===== config.mk =====
export PLATFORM = sky130hd
export DESIGN_NAME = imem_loader
export DESIGN_NICKNAME = d
export VERILOG_FILES = /design/src/rtl/imem_loader.sv
export SDC_FILE = /design/constraint.sdc
export NUM_CORES = 1
export LEC_CHECK = 0
export CORE_MARGIN = 8
export CORE_UTILIZATION = 35
export DETAILED_ROUTE_END_ITERATION = 8
export GPL_TIMING_DRIVEN = 0
export PLACE_DENSITY = 0.65
export SETUP_SLACK_MARGIN = 0.1
export SLEW_MARGIN = 20
export SYNTH_ARGS = -nofsm -noshare
export SYNTH_HDL_FRONTEND = slang
export SYNTH_SLANG_ARGS = --single-unit

===== constraint.sdc =====
create_clock -name clk -period 2 [get_ports clk]
set_input_delay 0.4 -clock clk [delete_from_list [all_inputs] [get_ports clk]]
set_output_delay 0.4 -clock clk [all_outputs]
set_load 0.01 [all_outputs]

===== src/rtl/imem_loader.sv =====
// imem_loader: streams a program image into instruction memory, then releases the CPU at BASE_ADDR
// Ports: clk/rst_n (async active-low); start begins a load from IDLE, DONE or ERROR;
// s_valid/s_data/s_last/s_ready form the instruction stream; mem_we/mem_addr/mem_wdata write
// instruction memory one cycle after each accepted word; busy/done/err_overflow report state;
// cpu_run/pc_out release the CPU; word_count/checksum summarise the current or last load.
module imem_loader #(
    parameter logic [31:0] BASE_ADDR = 32'd128,
    parameter int          MAX_WORDS = 64
) (
    input  logic        clk,
    input  logic        rst_n,
    input  logic        start,
    input  logic        s_valid,
    input  logic [31:0] s_data,
    input  logic        s_last,
    output logic        s_ready,
    output logic        mem_we,
    output logic [31:0] mem_addr,
    output logic [31:0] mem_wdata,
    output logic        busy,
    output logic        done,
    output logic        err_overflow,
    output logic        cpu_run,
    output logic [31:0] pc_out,
    output logic [6:0]  word_count,
    output logic [31:0] checksum
);
    typedef enum logic [1:0] {IDLE, LOAD, DONE, ERROR} state_t;
    localparam logic [6:0] max_w = 7'(MAX_WORDS);
    state_t state, state_nx;
    logic [31:0] ptr;
    logic xfer;
    assign s_ready = state == LOAD;
    assign xfer = s_valid && s_ready;
    assign busy = state == LOAD;
    assign done = state == DONE;
    assign err_overflow = state == ERROR;
    assign cpu_run = done;
    assign pc_out = done ? BASE_ADDR : 32'd0;
    // A last-marked word always wins, so an image of exactly MAX_WORDS completes normally.
    always_comb begin
        state_nx = state;
        if (state == LOAD) begin
            if (xfer && s_last) state_nx = DONE;
            else if (xfer && word_count + 7'd1 == max_w) state_nx = ERROR;
        end else if (start) begin
            state_nx = LOAD;
        end
    end
    always_ff @(posedge clk or negedge rst_n) begin
        if (!rst_n) state <= IDLE;
        else state <= state_nx;
    end
    always_ff @(posedge clk or negedge rst_n) begin
        if (!rst_n) begin
            mem_we     <= 1'b0;
            mem_addr   <= 32'd0;
            mem_wdata  <= 32'd0;
            ptr        <= 32'd0;
            word_count <= 7'd0;
            checksum   <= 32'd0;
        end else begin
            mem_we <= xfer;
            if (xfer) begin
                mem_addr   <= ptr;
                mem_wdata  <= s_data;
                ptr        <= ptr + 32'd4;
                word_count <= word_count + 7'd1;
                checksum   <= checksum ^ s_data;
            end else if (start && state != LOAD) begin
                ptr        <= BASE_ADDR;
                word_count <= 7'd0;
                checksum   <= 32'd0;
            end
        end
    end
endmodule


# --- Word-level counts from Yosys, hierarchy flattened ---
# Cells that the tools add are included.
totals:
  word_cells: 34
  out_inout_bits: 141
  in_bits: 37
  regBits: 138
op_classes:
  bitwise_logic: 1
  add_sub_neg: 2
  n_eq_ne: 6
  n_mux: 11
  reduce_logical: 7
op_table:
  columns: ["operator", "n"]
  rows:
  - ["$mux 32", 4]
  - ["$add 32x3->32 const B", 1]
  - ["$xor 32x32->32", 1]
  - ["$mux 7", 2]
  - ["$mux 2", 4]
  - ["$mux 8", 1]
  - ["$add 7x1->7 const B", 1]
  - ["$eq 7x7->1 const B", 1]
  - ["$eq 2x2->1 const B", 2]
  - ["$logic_and 1x1->1", 4]
  - ["$reduce_bool 2->1", 2]
  - ["$ne 3x1->1 const B", 1]
  - ["$eq 2x1->1 const B", 1]
  - ["$ne 2x1->1 const B", 1]
  - ["$reduce_and 2->1", 1]

# --- Logic depth before layout (Yosys ltp) ---
# Gate-level depths: netlist of run 1.
depth:
  ltp_word: 6
  mapped_depth: 6
  ltp_nobuf: 5

# --- Least setup slack after synthesis of run 1 ---
# OpenSTA, ideal clock, no wires.
synth_path:
  kind: "flip-flop to flip-flop"
  from: "register state[1]"
  to: "register ptr[27]"
  period_less_slack_ns: 1.481
  stages_incl_launch_ff: 5
  required_time_ns: 1.875
  arrival_ns: 1.356
  path_buffers: 0
  setup_slack_ns: 0.519
  setup_ns: 0.125
  path_cell_list: "dfrtp_1 > nand3b_1 > nor4_1 > nand4_1 > mux2i_1"
synth_between:
  elab_chain_len: 3
  word_cells_on_any_way: 6
  cone_classes: "eq/ne: 2; mux: 1; reduce/logical: 3"
synth_lines:
  columns: ["element", "line_no", "source"]
  rows:
  - ["from (decl)", "30", "state_t state, state_nx;"]
  - ["from (signal assigned)", "52", "else state <= state_nx;"]
  - ["$eq 2x1->1 / $ne 2x1->1 (equally long branches)", "33, 70", null]
  - ["$logic_and 1x1->1, on equally long branches", "34, 70", null]
  - ["$mux 32 / $reduce_bool 2->1 (equally long branches)", null, null]
  - ["to (signal assigned)", "67", "ptr <= ptr + 32'd4;"]
  - ["to (decl)", "31", "logic [31:0] ptr;"]
# Several ways; a longest one is shown, not always the timed one.
# A chain may end at the register's enable or synchronous reset.

# --- Final worst setup path of run 1 ---
layout_path:
  from: "register state[0]"
  to: "output port s_ready"
layout_between:
  elab_chain_len: 1
layout_lines:
  columns: ["element", "line_no", "source"]
  rows:
  - ["$eq 2x1->1", "33", "assign s_ready = state == LOAD;"]
  - ["to (decl)", "16", "output logic s_ready,"]
# Every way passes these cells.

==> impl_results.html, run 1 <==
<table>
<tr><th>Metric</th><th>Value</th></tr>
<tr><th colspan="2">Timing</th></tr>
<tr><td>Number of hold violations in the final report</td><td>0</td></tr>
<tr><td>Slew margin rel.</td><td>0.574</td></tr>
<tr><td>Tmin final</td><td>around 1.9 ns</td></tr>
<tr><td>Worst-margin pin slew</td><td>roughly 0.64 ns</td></tr>
<tr><td>Unrepaired setup endpoints after global routing</td><td>true</td></tr>
<tr><td>Fmax</td><td>about 530 MHz</td></tr>
<tr><td>Final-report max-slew violation count</td><td>0</td></tr>
<tr><td>Final worst-path setup slack</td><td>approximately 0.11 ns</td></tr>
<tr><td>Final worst-path cycle share</td><td>0.946</td></tr>
<tr><td>Clock skew</td><td>about 0.0078 ns</td></tr>
<tr><td>Total setup violations reported at the end of the flow</td><td>0</td></tr>
<tr><th colspan="2">Layout</th></tr>
<tr><td>Number of nets in the layout</td><td>roughly 850</td></tr>
<tr><td>Synthesis-to-layout area growth</td><td>44.7%</td></tr>
<tr><td>Total area of multi-input combinational cells</td><td>between 0.002 and 0.0025 mm2</td></tr>
<tr><td>Most frequent cells in the layout</td><td>229 x nand2_1, 137 x clkdlybuf4s50_1, 130 x dfrtp_1</td></tr>
<tr><td>Ratio of cells with drive above 1 in the final layout</td><td>0.125</td></tr>
<tr><td>Area taken by flip-flops and latches</td><td>0.00336 mm2</td></tr>
<tr><td>Final cell count without fillers</td><td>~1000</td></tr>
<tr><td># diodes</td><td>0</td></tr>
<tr><td>Commonest non-fill, non-tap cell in the layout</td><td>nand2_1</td></tr>
<tr><td>Fill cell instance count of the final layout</td><td>around 1500</td></tr>
<tr><th colspan="2">CTS</th></tr>
<tr><td>Maximum buffer depth of the clock tree</td><td>2</td></tr>
<tr><td>Clock network latency to the later pin of the worst-skew pair</td><td>between 0.4 and 0.5 ns</td></tr>
<tr><td>TritonCTS sink count</td><td>about 130</td></tr>
<tr><td>Clock tree from TritonCTS</td><td>yes</td></tr>
<tr><td>H-tree depth</td><td>4</td></tr>
<tr><td>Reg clk slew, reported paths</td><td>approximately 0.060 ns</td></tr>
<tr><td>Total CTS buffers</td><td>17</td></tr>
<tr><td>Root buffer cell</td><td>clkbuf_16</td></tr>
<tr><th colspan="2">Power and ir drop</th></tr>
<tr><td>Leakage power summed over all cells</td><td>between 4 and 5 nW</td></tr>
<tr><td>Combinational fraction of design power</td><td>0.242</td></tr>
<tr><td>Maximum vdd drop</td><td>0.595 mV</td></tr>
<tr><td>Sequential share of power</td><td>0.384</td></tr>
<tr><td>Total power divided by cell area</td><td>1100 mW/mm2</td></tr>
<tr><td>Switch share</td><td>0.284</td></tr>
<tr><td>Int Pwr</td><td>roughly 0.0066 W</td></tr>
<tr><td>Net switching power of the design</td><td>0.00262 W</td></tr>
<tr><td>Total power draw</td><td>about 0.0092 W</td></tr>
<tr><td>Share of power burned in the clock network</td><td>0.374</td></tr>
<tr><th colspan="2">Setup path</th></tr>
<tr><td>Type of the setup path with the least slack</td><td>reg2out</td></tr>
<tr><td>Max incr delay on CP</td><td>around 0.44 ns</td></tr>
<tr><td>Number of buffers and inverters on the critical path</td><td>3</td></tr>
<tr><td>Critical path fanouts, max</td><td>5</td></tr>
<tr><td>Crit path launch type</td><td>flop</td></tr>
<tr><td>Worst setup EP type</td><td>primary output</td></tr>
<tr><td>CP Cell Sequence</td><td>nand2b_1 -&gt; inv_2 -&gt; buf_4 -&gt; dlygate4sd2_1</td></tr>
<tr><td>Required time of the critical path</td><td>between 1.5 and 2 ns</td></tr>
<tr><td>Worst EP arrival</td><td>1.49 ns</td></tr>
<tr><td>Slowest cell on crit path</td><td>dfrtp_2</td></tr>
<tr><td>Crit path max-delay family</td><td>buffers and inverters</td></tr>
<tr><th colspan="2">Route</th></tr>
<tr><td>ANT nets after route</td><td>0</td></tr>
<tr><td>First DRT Iteration DRCs</td><td>276</td></tr>
<tr><td>Drt drc</td><td>0</td></tr>
<tr><td>Total detailed-routing wirelength</td><td>16100 um</td></tr>
<tr><td>Detailed Routing Iterations Pass 1</td><td>4</td></tr>
<tr><td>Vias</td><td>roughly 4800</td></tr>
<tr><td>Via count normalized by instance count</td><td>4.63</td></tr>
<tr><td>Average wire per standard cell</td><td>about 15 um</td></tr>
<tr><th colspan="2">Place</th></tr>
<tr><td>Number of placed instances with taps included</td><td>roughly 1000</td></tr>
<tr><td>Gpl congestion</td><td>0.778</td></tr>
<tr><td>Count of input and output buffers</td><td>~140</td></tr>
<tr><td>Post-detail-place hpwl</td><td>about 12000 um</td></tr>
<tr><td>Placement-stage worst setup slack</td><td>-0.339 ns</td></tr>
<tr><th colspan="2">Synthesis</th></tr>
<tr><td>Warnings from Yosys</td><td>0</td></tr>
<tr><td>Post-synth top area cell</td><td>dfrtp_1</td></tr>
<tr><td>Largest cells by area after synthesis</td><td>dfrtp_1 58%, nand2_1 15%, buf_4 4.7%, mux2i_1 4.3%, o21ai_0 4.2%</td></tr>
<tr><td>Number of enable flip-flop cells after synthesis</td><td>0</td></tr>
<tr><td>Number of different library cells in the post-synthesis netlist</td><td>37</td></tr>
<tr><td>Top cell type's share of synthesized area</td><td>0.578</td></tr>
<tr><td>Number of instances in the synthesized netlist</td><td>~610</td></tr>
<tr><td>Flop and latch count out of synthesis</td><td>134</td></tr>
<tr><td>Fraction of synthesis flops using an asynchronous set or reset pin</td><td>1.00</td></tr>
<tr><td>Prevailing post-synth register cell</td><td>dfrtp_1</td></tr>
<tr><td>Average cell area after synthesis</td><td>9.49 um2</td></tr>
<tr><td>Netlist Area Pre-Place</td><td>roughly 0.0058 mm2</td></tr>
<tr><td>Sequential share of the synthesized area</td><td>0.578</td></tr>
<tr><th colspan="2">Floorplanning</th></tr>
<tr><td>Horizontal die dimension</td><td>between 100 and 150 um</td></tr>
<tr><td>Standard cell core area</td><td>approximately 0.016 mm2</td></tr>
<tr><td>Number of standard-cell rows in the floorplan</td><td>47</td></tr>
<tr><td>Ports placed on the boundary</td><td>between 150 and 200</td></tr>
<tr><td>Height of the die</td><td>roughly 140 um</td></tr>
<tr><td>Starting utilization of the core area</td><td>0.354</td></tr>
<tr><td>Die outline area</td><td>roughly 0.021 mm2</td></tr>
<tr><th colspan="2">GRT</th></tr>
<tr><td>First-pass GRT wire length</td><td>25300 um</td></tr>
<tr><td>Number of antenna violations at the first check in global routing</td><td>0</td></tr>
<tr><td>Global router's overall resource usage</td><td>0.157</td></tr>
<tr><td>Pin count of the biggest net entering global routing</td><td>slightly below 70</td></tr>
<tr><td>Vias in the first global route</td><td>slightly below 5000</td></tr>
<tr><td>Total overflow reported by the global router</td><td>0</td></tr>
<tr><th colspan="2">Status</th></tr>
<tr><td>Run status</td><td>completed</td></tr>
<tr><th colspan="2">Run</th></tr>
<tr><td>Number of maximum-capacitance violations</td><td>0</td></tr>
<tr><th colspan="2">Min path</th></tr>
<tr><td>Class of the worst hold path</td><td>reg2reg</td></tr>
</table>
timing repair:
item | CTS | global route
setup buffers | 2 | 1
pin swaps | 0 | 1
endpoints found under the hold margin | 67 | 0
gates resized for setup | 19 | 8
setup endpoints to repair | 9 | 81
hold buffers | 1 | 0
kinds of logic after synthesis:
group	after synthesis	synth area share
AOI/OAI and AO/OA	59	0.0554
xor gates and xnor gates	3	0.00453
adders and majority gates	3	0.00647
buffers and inverters	65	0.0669
DFF	134	0.578
muxes	25	0.0431
other	1	0.000646
and+or+nand+nor	321	0.245
path summary, 6_finish.rpt:
| path | from | endpoint | slack (ns) | cells after the start |
|---|---|---|---|---|
| hold reg to reg | ptr[29] | ptr[29] | 0.47 | 1 |
| setup / recovery | state[0] | s_ready | 0.11 | 4 |
| max in group asynchronous | rst_n | word_count[2] | 0.74 | 3 |
| hold / removal | ptr[29] | ptr[29] | 0.47 | 1 |
| min in group asynchronous | rst_n | mem_addr[23] | 0.52 | 2 |
| setup reg to reg | ptr[2] | ptr[12] | 0.17 | 5 |
synth_stat cells, types with 2 or more instances:
master,n
a22o_1,2
a31oi_1,2
and2_1,2
and3_1,4
buf_1,12
buf_2,6
buf_4,36
clkbuf_1,6
dfrtp_1,134
ha_1,3
inv_1,3
mux2i_1,25
nand2_1,229
nand3_1,46
nand3b_1,2
nand4_1,16
nor2_1,10
nor3_1,2
nor4_1,2
nor4_4,3
o21ai_0,49
xnor2_1,2
sequential cells by signal, indices dropped and copies added, names as in the netlist:
signal	count
state	2
word_count	7
mem_addr	30
mem_wdata	32
mem_we	1
ptr	30
checksum	32
cell type report:
class	count	share of cell area
buffer	61	0.0458
sequential	134	0.400
clock buffer	19	0.0540
timing repair buffer	149	0.178
inverter	4	0.00239
multi-input combinational	444	0.262
clock inverter	12	0.0240
tap	220	0.0328
routing by layer:
| metal | track usage | part of all wire | vias to the layer above |
|---|---|---|---|
| li1 | - | - | 2377 |
| met5 | 0 | 0 | - |
| met1 | 0.206 | 0.45 | 2296 |
| met4 | 0.0493 | 0.0083 | 0 |
| met2 | 0.244 | 0.45 | 143 |
| met3 | 0.0482 | 0.085 | 12 |
power groups by stage:
stage          Clock, W  Sequential (W)  Combinational (W)
6_report        0.00345         0.00355            0.00223
5_1_grt         0.00362         0.00362            0.00245
4_1_cts         0.00352         0.00354            0.00227
3_5_place_dp          0         0.00358            0.00225
3_3_place_gp          0         0.00357            0.00221
2_1_floorplan         0         0.00374           0.000691
metrics by stage:
stage	setup TNS, ns	utilization	hold slack (ns)	instance area [um2]
after floorplan	0	-	0.104	5920
after global placement	-697.82	0.465	0.458	7640
after detailed placement	-26.28	0.467	0.397	7670
after CTS	0	0.510	0.474	8370
after global routing	0	0.511	0.492	8390
final	0	0.511	0.469	8390
(Power assumes the default switching activity.)
==> run 2, diff against run 1 <==
ABC_AREA = 1   (was not set)
PLACE_DENSITY = 0.64   (was 0.65)
==> impl_results.html, run 2 <==
<table>
<tr><th>Metric</th><th>Value</th></tr>
<tr><th colspan="2">Status</th></tr>
<tr><td>Run status</td><td>completed</td></tr>
<tr><th colspan="2">Synthesis</th></tr>
<tr><td>Sequential share of the synthesized area</td><td>0.554</td></tr>
<tr><td>Fraction of synthesis flops using an asynchronous set or reset pin</td><td>1.00</td></tr>
<tr><td>Average cell area after synthesis</td><td>8.57 um2</td></tr>
<tr><td>Most frequent cells after synthesis</td><td>222 x nand2_1, 134 x dfrtp_1, 77 x o21ai_0</td></tr>
<tr><td>Prevailing post-synth register cell</td><td>dfrtp_1</td></tr>
<tr><td>Warnings from Yosys</td><td>0</td></tr>
<tr><td>Top cell type's share of synthesized area</td><td>0.554</td></tr>
<tr><td>Most common cell in the synthesized netlist</td><td>nand2_1</td></tr>
<tr><td>Flop and latch count out of synthesis</td><td>~130</td></tr>
<tr><td>Post-synth top area cell</td><td>dfrtp_1</td></tr>
<tr><td>Number of different library cells in the post-synthesis netlist</td><td>30</td></tr>
<tr><td>Largest cells by area after synthesis</td><td>dfrtp_1 55%, nand2_1 14%, o21ai_0 6.4%, nand3_1 5.5%, buf_4 5.3%</td></tr>
<tr><td>Netlist Area Pre-Place</td><td>roughly 0.006 mm2</td></tr>
<tr><td>Number of instances in the synthesized netlist</td><td>a little over 700</td></tr>
<tr><td>Number of enable flip-flop cells after synthesis</td><td>0</td></tr>
<tr><th colspan="2">Power and ir drop</th></tr>
<tr><td>Maximum vdd drop</td><td>0.734 mV</td></tr>
<tr><td>Total power draw</td><td>roughly 0.011 W</td></tr>
<tr><td>Total power divided by cell area</td><td>roughly 1300 mW/mm2</td></tr>
<tr><td>Leakage power summed over all cells</td><td>3.93 nW</td></tr>
<tr><th colspan="2">Place</th></tr>
<tr><td>Gpl congestion</td><td>roughly 0.85</td></tr>
<tr><td>Placement-stage worst setup slack</td><td>-0.162 ns</td></tr>
<tr><td>Post-detail-place hpwl</td><td>approximately 12000 um</td></tr>
<tr><td>Count of input and output buffers</td><td>approximately 140</td></tr>
<tr><th colspan="2">Timing</th></tr>
<tr><td>Worst-margin pin slew</td><td>roughly 0.50 ns</td></tr>
<tr><td>Total setup violations reported at the end of the flow</td><td>0</td></tr>
<tr><td>Final-report max-slew violation count</td><td>0</td></tr>
<tr><td>Final worst-path cycle share</td><td>0.906</td></tr>
<tr><td>Final worst-path setup slack</td><td>between 0.15 and 0.2 ns</td></tr>
<tr><td>Fmax</td><td>roughly 550 MHz</td></tr>
<tr><td>Clock skew</td><td>0.00679 ns</td></tr>
<tr><td>Tmin final</td><td>1.81 ns</td></tr>
<tr><td>Number of hold violations in the final report</td><td>0</td></tr>
<tr><td>Unrepaired setup endpoints after global routing</td><td>false</td></tr>
<tr><td>Slew margin rel.</td><td>0.664</td></tr>
<tr><th colspan="2">Layout</th></tr>
<tr><td>Most frequent cells in the layout</td><td>222 x nand2_1, 137 x clkdlybuf4s50_1, 130 x dfrtp_1</td></tr>
<tr><td>Fill cell instance count of the final layout</td><td>1654</td></tr>
<tr><td>Ratio of cells with drive above 1 in the final layout</td><td>0.126</td></tr>
<tr><td>Number of nets in the layout</td><td>~950</td></tr>
<tr><td>Utilization after layout</td><td>0.501</td></tr>
<tr><td>Commonest non-fill, non-tap cell in the layout</td><td>nand2_1</td></tr>
<tr><td>Largest registers in the final layout</td><td>checksum: 32 flops, mem_wdata: 32 flops</td></tr>
<tr><td>Area taken by flip-flops and latches</td><td>roughly 0.0034 mm2</td></tr>
<tr><td>Total area of multi-input combinational cells</td><td>between 0.002 and 0.0025 mm2</td></tr>
<tr><td># diodes</td><td>0</td></tr>
<tr><td>Synthesis-to-layout area growth</td><td>41.5%</td></tr>
<tr><th colspan="2">CTS</th></tr>
<tr><td>Reg clk slew, reported paths</td><td>about 0.060 ns</td></tr>
<tr><td>H-tree depth</td><td>4</td></tr>
<tr><td>Root buffer cell</td><td>clkbuf_16</td></tr>
<tr><td>Clock tree from TritonCTS</td><td>yes</td></tr>
<tr><td>Total CTS buffers</td><td>17</td></tr>
<tr><td>TritonCTS sink count</td><td>134</td></tr>
<tr><td>Maximum buffer depth of the clock tree</td><td>2</td></tr>
<tr><td>Clock network latency to the later pin of the worst-skew pair</td><td>between 0.4 and 0.5 ns</td></tr>
<tr><th colspan="2">Floorplanning</th></tr>
<tr><td>Height of the die</td><td>roughly 150 um</td></tr>
<tr><td>Die outline area</td><td>roughly 0.022 mm2</td></tr>
<tr><td>Number of standard-cell rows in the floorplan</td><td>48</td></tr>
<tr><td>Ports placed on the boundary</td><td>~180</td></tr>
<tr><td>Starting utilization of the core area</td><td>0.354</td></tr>
<tr><td>Horizontal die dimension</td><td>148 um</td></tr>
<tr><td>Standard cell core area</td><td>about 0.017 mm2</td></tr>
<tr><th colspan="2">Setup path</th></tr>
<tr><td>Worst setup EP type</td><td>primary output</td></tr>
<tr><td>Critical path fanouts, max</td><td>3</td></tr>
<tr><td>Worst EP arrival</td><td>between 1 and 1.5 ns</td></tr>
<tr><td>Required time of the critical path</td><td>approximately 1.6 ns</td></tr>
<tr><td>Type of the setup path with the least slack</td><td>reg2out</td></tr>
<tr><td>Crit path launch type</td><td>flop</td></tr>
<tr><th colspan="2">GRT</th></tr>
<tr><td>Total overflow reported by the global router</td><td>0</td></tr>
<tr><td>Number of antenna violations at the first check in global routing</td><td>0</td></tr>
<tr><td>Vias in the first global route</td><td>5187</td></tr>
<tr><td>Global router's overall resource usage</td><td>0.161</td></tr>
<tr><td>First-pass GRT wire length</td><td>roughly 28000 um</td></tr>
<tr><td>Pin count of the biggest net entering global routing</td><td>just over 80</td></tr>
<tr><th colspan="2">Run</th></tr>
<tr><td>Number of maximum-capacitance violations</td><td>0</td></tr>
<tr><th colspan="2">Route</th></tr>
<tr><td>Total detailed-routing wirelength</td><td>17000 um</td></tr>
<tr><td>Via count normalized by instance count</td><td>roughly 4.5</td></tr>
<tr><td>ANT nets after route</td><td>0</td></tr>
<tr><td>Vias</td><td>slightly above 5000</td></tr>
<tr><td>Average wire per standard cell</td><td>around 15 um</td></tr>
<tr><td>Drt drc</td><td>0</td></tr>
<tr><td>First DRT Iteration DRCs</td><td>~260</td></tr>
<tr><td>Detailed Routing Iterations Pass 1</td><td>5</td></tr>
<tr><th colspan="2">Min path</th></tr>
<tr><td>Class of the worst hold path</td><td>reg2reg</td></tr>
</table>
-- run 2: changes by cell type after synthesis, moves of 11 or more --
cell / delta
mux2i_1: -25
o21ai_0: +28
nor2_1: +25
nand3_1: +20
inv_1: +46
nor3_1: +11
buf_1: -12
-- run 2: stage by stage --
| step | std cells | hold slack (ns) | instance area, um2 | TNS, ns |
|---|---|---|---|---|
| 4_1_cts | 1143 | 0.481 | 8540 | 0 |
| 3_3_place_gp | 1108 | 0.462 | 7900 | -683.93 |
| 3_5_place_dp | 1109 | 0.349 | 7930 | -8.12 |
| 6_report | 1145 | 0.477 | 8570 | 0 |
| 2_1_floorplan | 739 | 0.104 | 6180 | 0 |
| 5_1_grt | 1145 | 0.494 | 8570 | 0 |
-- run 2: cell type report --
type	count	share of cell area
Inverter	51	0.0223
Clock buffer	22	0.0565
Sequential cell	134	0.392
Timing Repair Buffer	151	0.176
Clock inverter	8	0.0115
Multi-Input combinational cell	496	0.263
Tap cell	225	0.0328
Buffer	58	0.0460
-- run 2: per-layer routing --
layer	vias to the layer above	global-route usage	routed length, um
li1	2623	-	-
met1	2359	0.196	7450
met2	152	0.247	7600
met3	16	0.0740	1750
met4	0	0.0581	248
met5	-	0	0
-- run 2: what timing repair did --
item,4_1_cts,5_1_grt
buffers inserted,3,2
gates resized for setup,9,5
endpoints found under the setup margin,7,33
pin swaps,2,1
endpoints found under the hold margin,53,0
hold buffers,1,0
-- run 2: final timing paths --
| path | end | slack [ns] | start | cells after the start |
|---|---|---|---|---|
| setup reg to reg | ptr[18] | 0.22 | ptr[2] | 8 |
| max in group asynchronous | word_count[1] | 0.76 | rst_n | 3 |
| setup / recovery | s_ready | 0.19 | state[1] | 4 |
| hold / removal | mem_wdata[22] | 0.48 | mem_wdata[22] | 2 |
| hold reg to reg | mem_wdata[22] | 0.48 | mem_wdata[22] | 2 |
| min in group asynchronous | mem_addr[13] | 0.49 | rst_n | 2 |
-- run 2: cell families (layout without fill, tap and decap cells) --
group / count (synthesis) / after routing / share of synthesized area
adder cells (fa/ha/maj): 3 / 3 / 0.00620
XOR/XNOR: 2 / 2 / 0.00289
multiplexers: 1 / 1 / 0.00186
flip-flops: 134 / 134 / 0.554
buffers and inverters: 109 / 290 / 0.0965
AND/OR/NAND/NOR: 358 / 358 / 0.252
other: 1 / 33 / 0.000619
AO/OA/AOI/OAI: 99 / 99 / 0.0864
-- run 2: where the power goes --
| group | total, W | switching [W] | internal [W] |
|---|---|---|---|
| logic | 0.00391 | 0.00199 | 0.00193 |
| clock network | 0.00309 | 0.00115 | 0.00195 |
| registers | 0.00396 | 0.000499 | 0.00346 |
-- run 2: worst max-delay path: stages, from the launching register on --
cell	delay, ns
dfrtp_1	0.38
buf_4	0.15
nor2_4	0.09
buf_4	0.11
dlygate4sd2_1	0.26
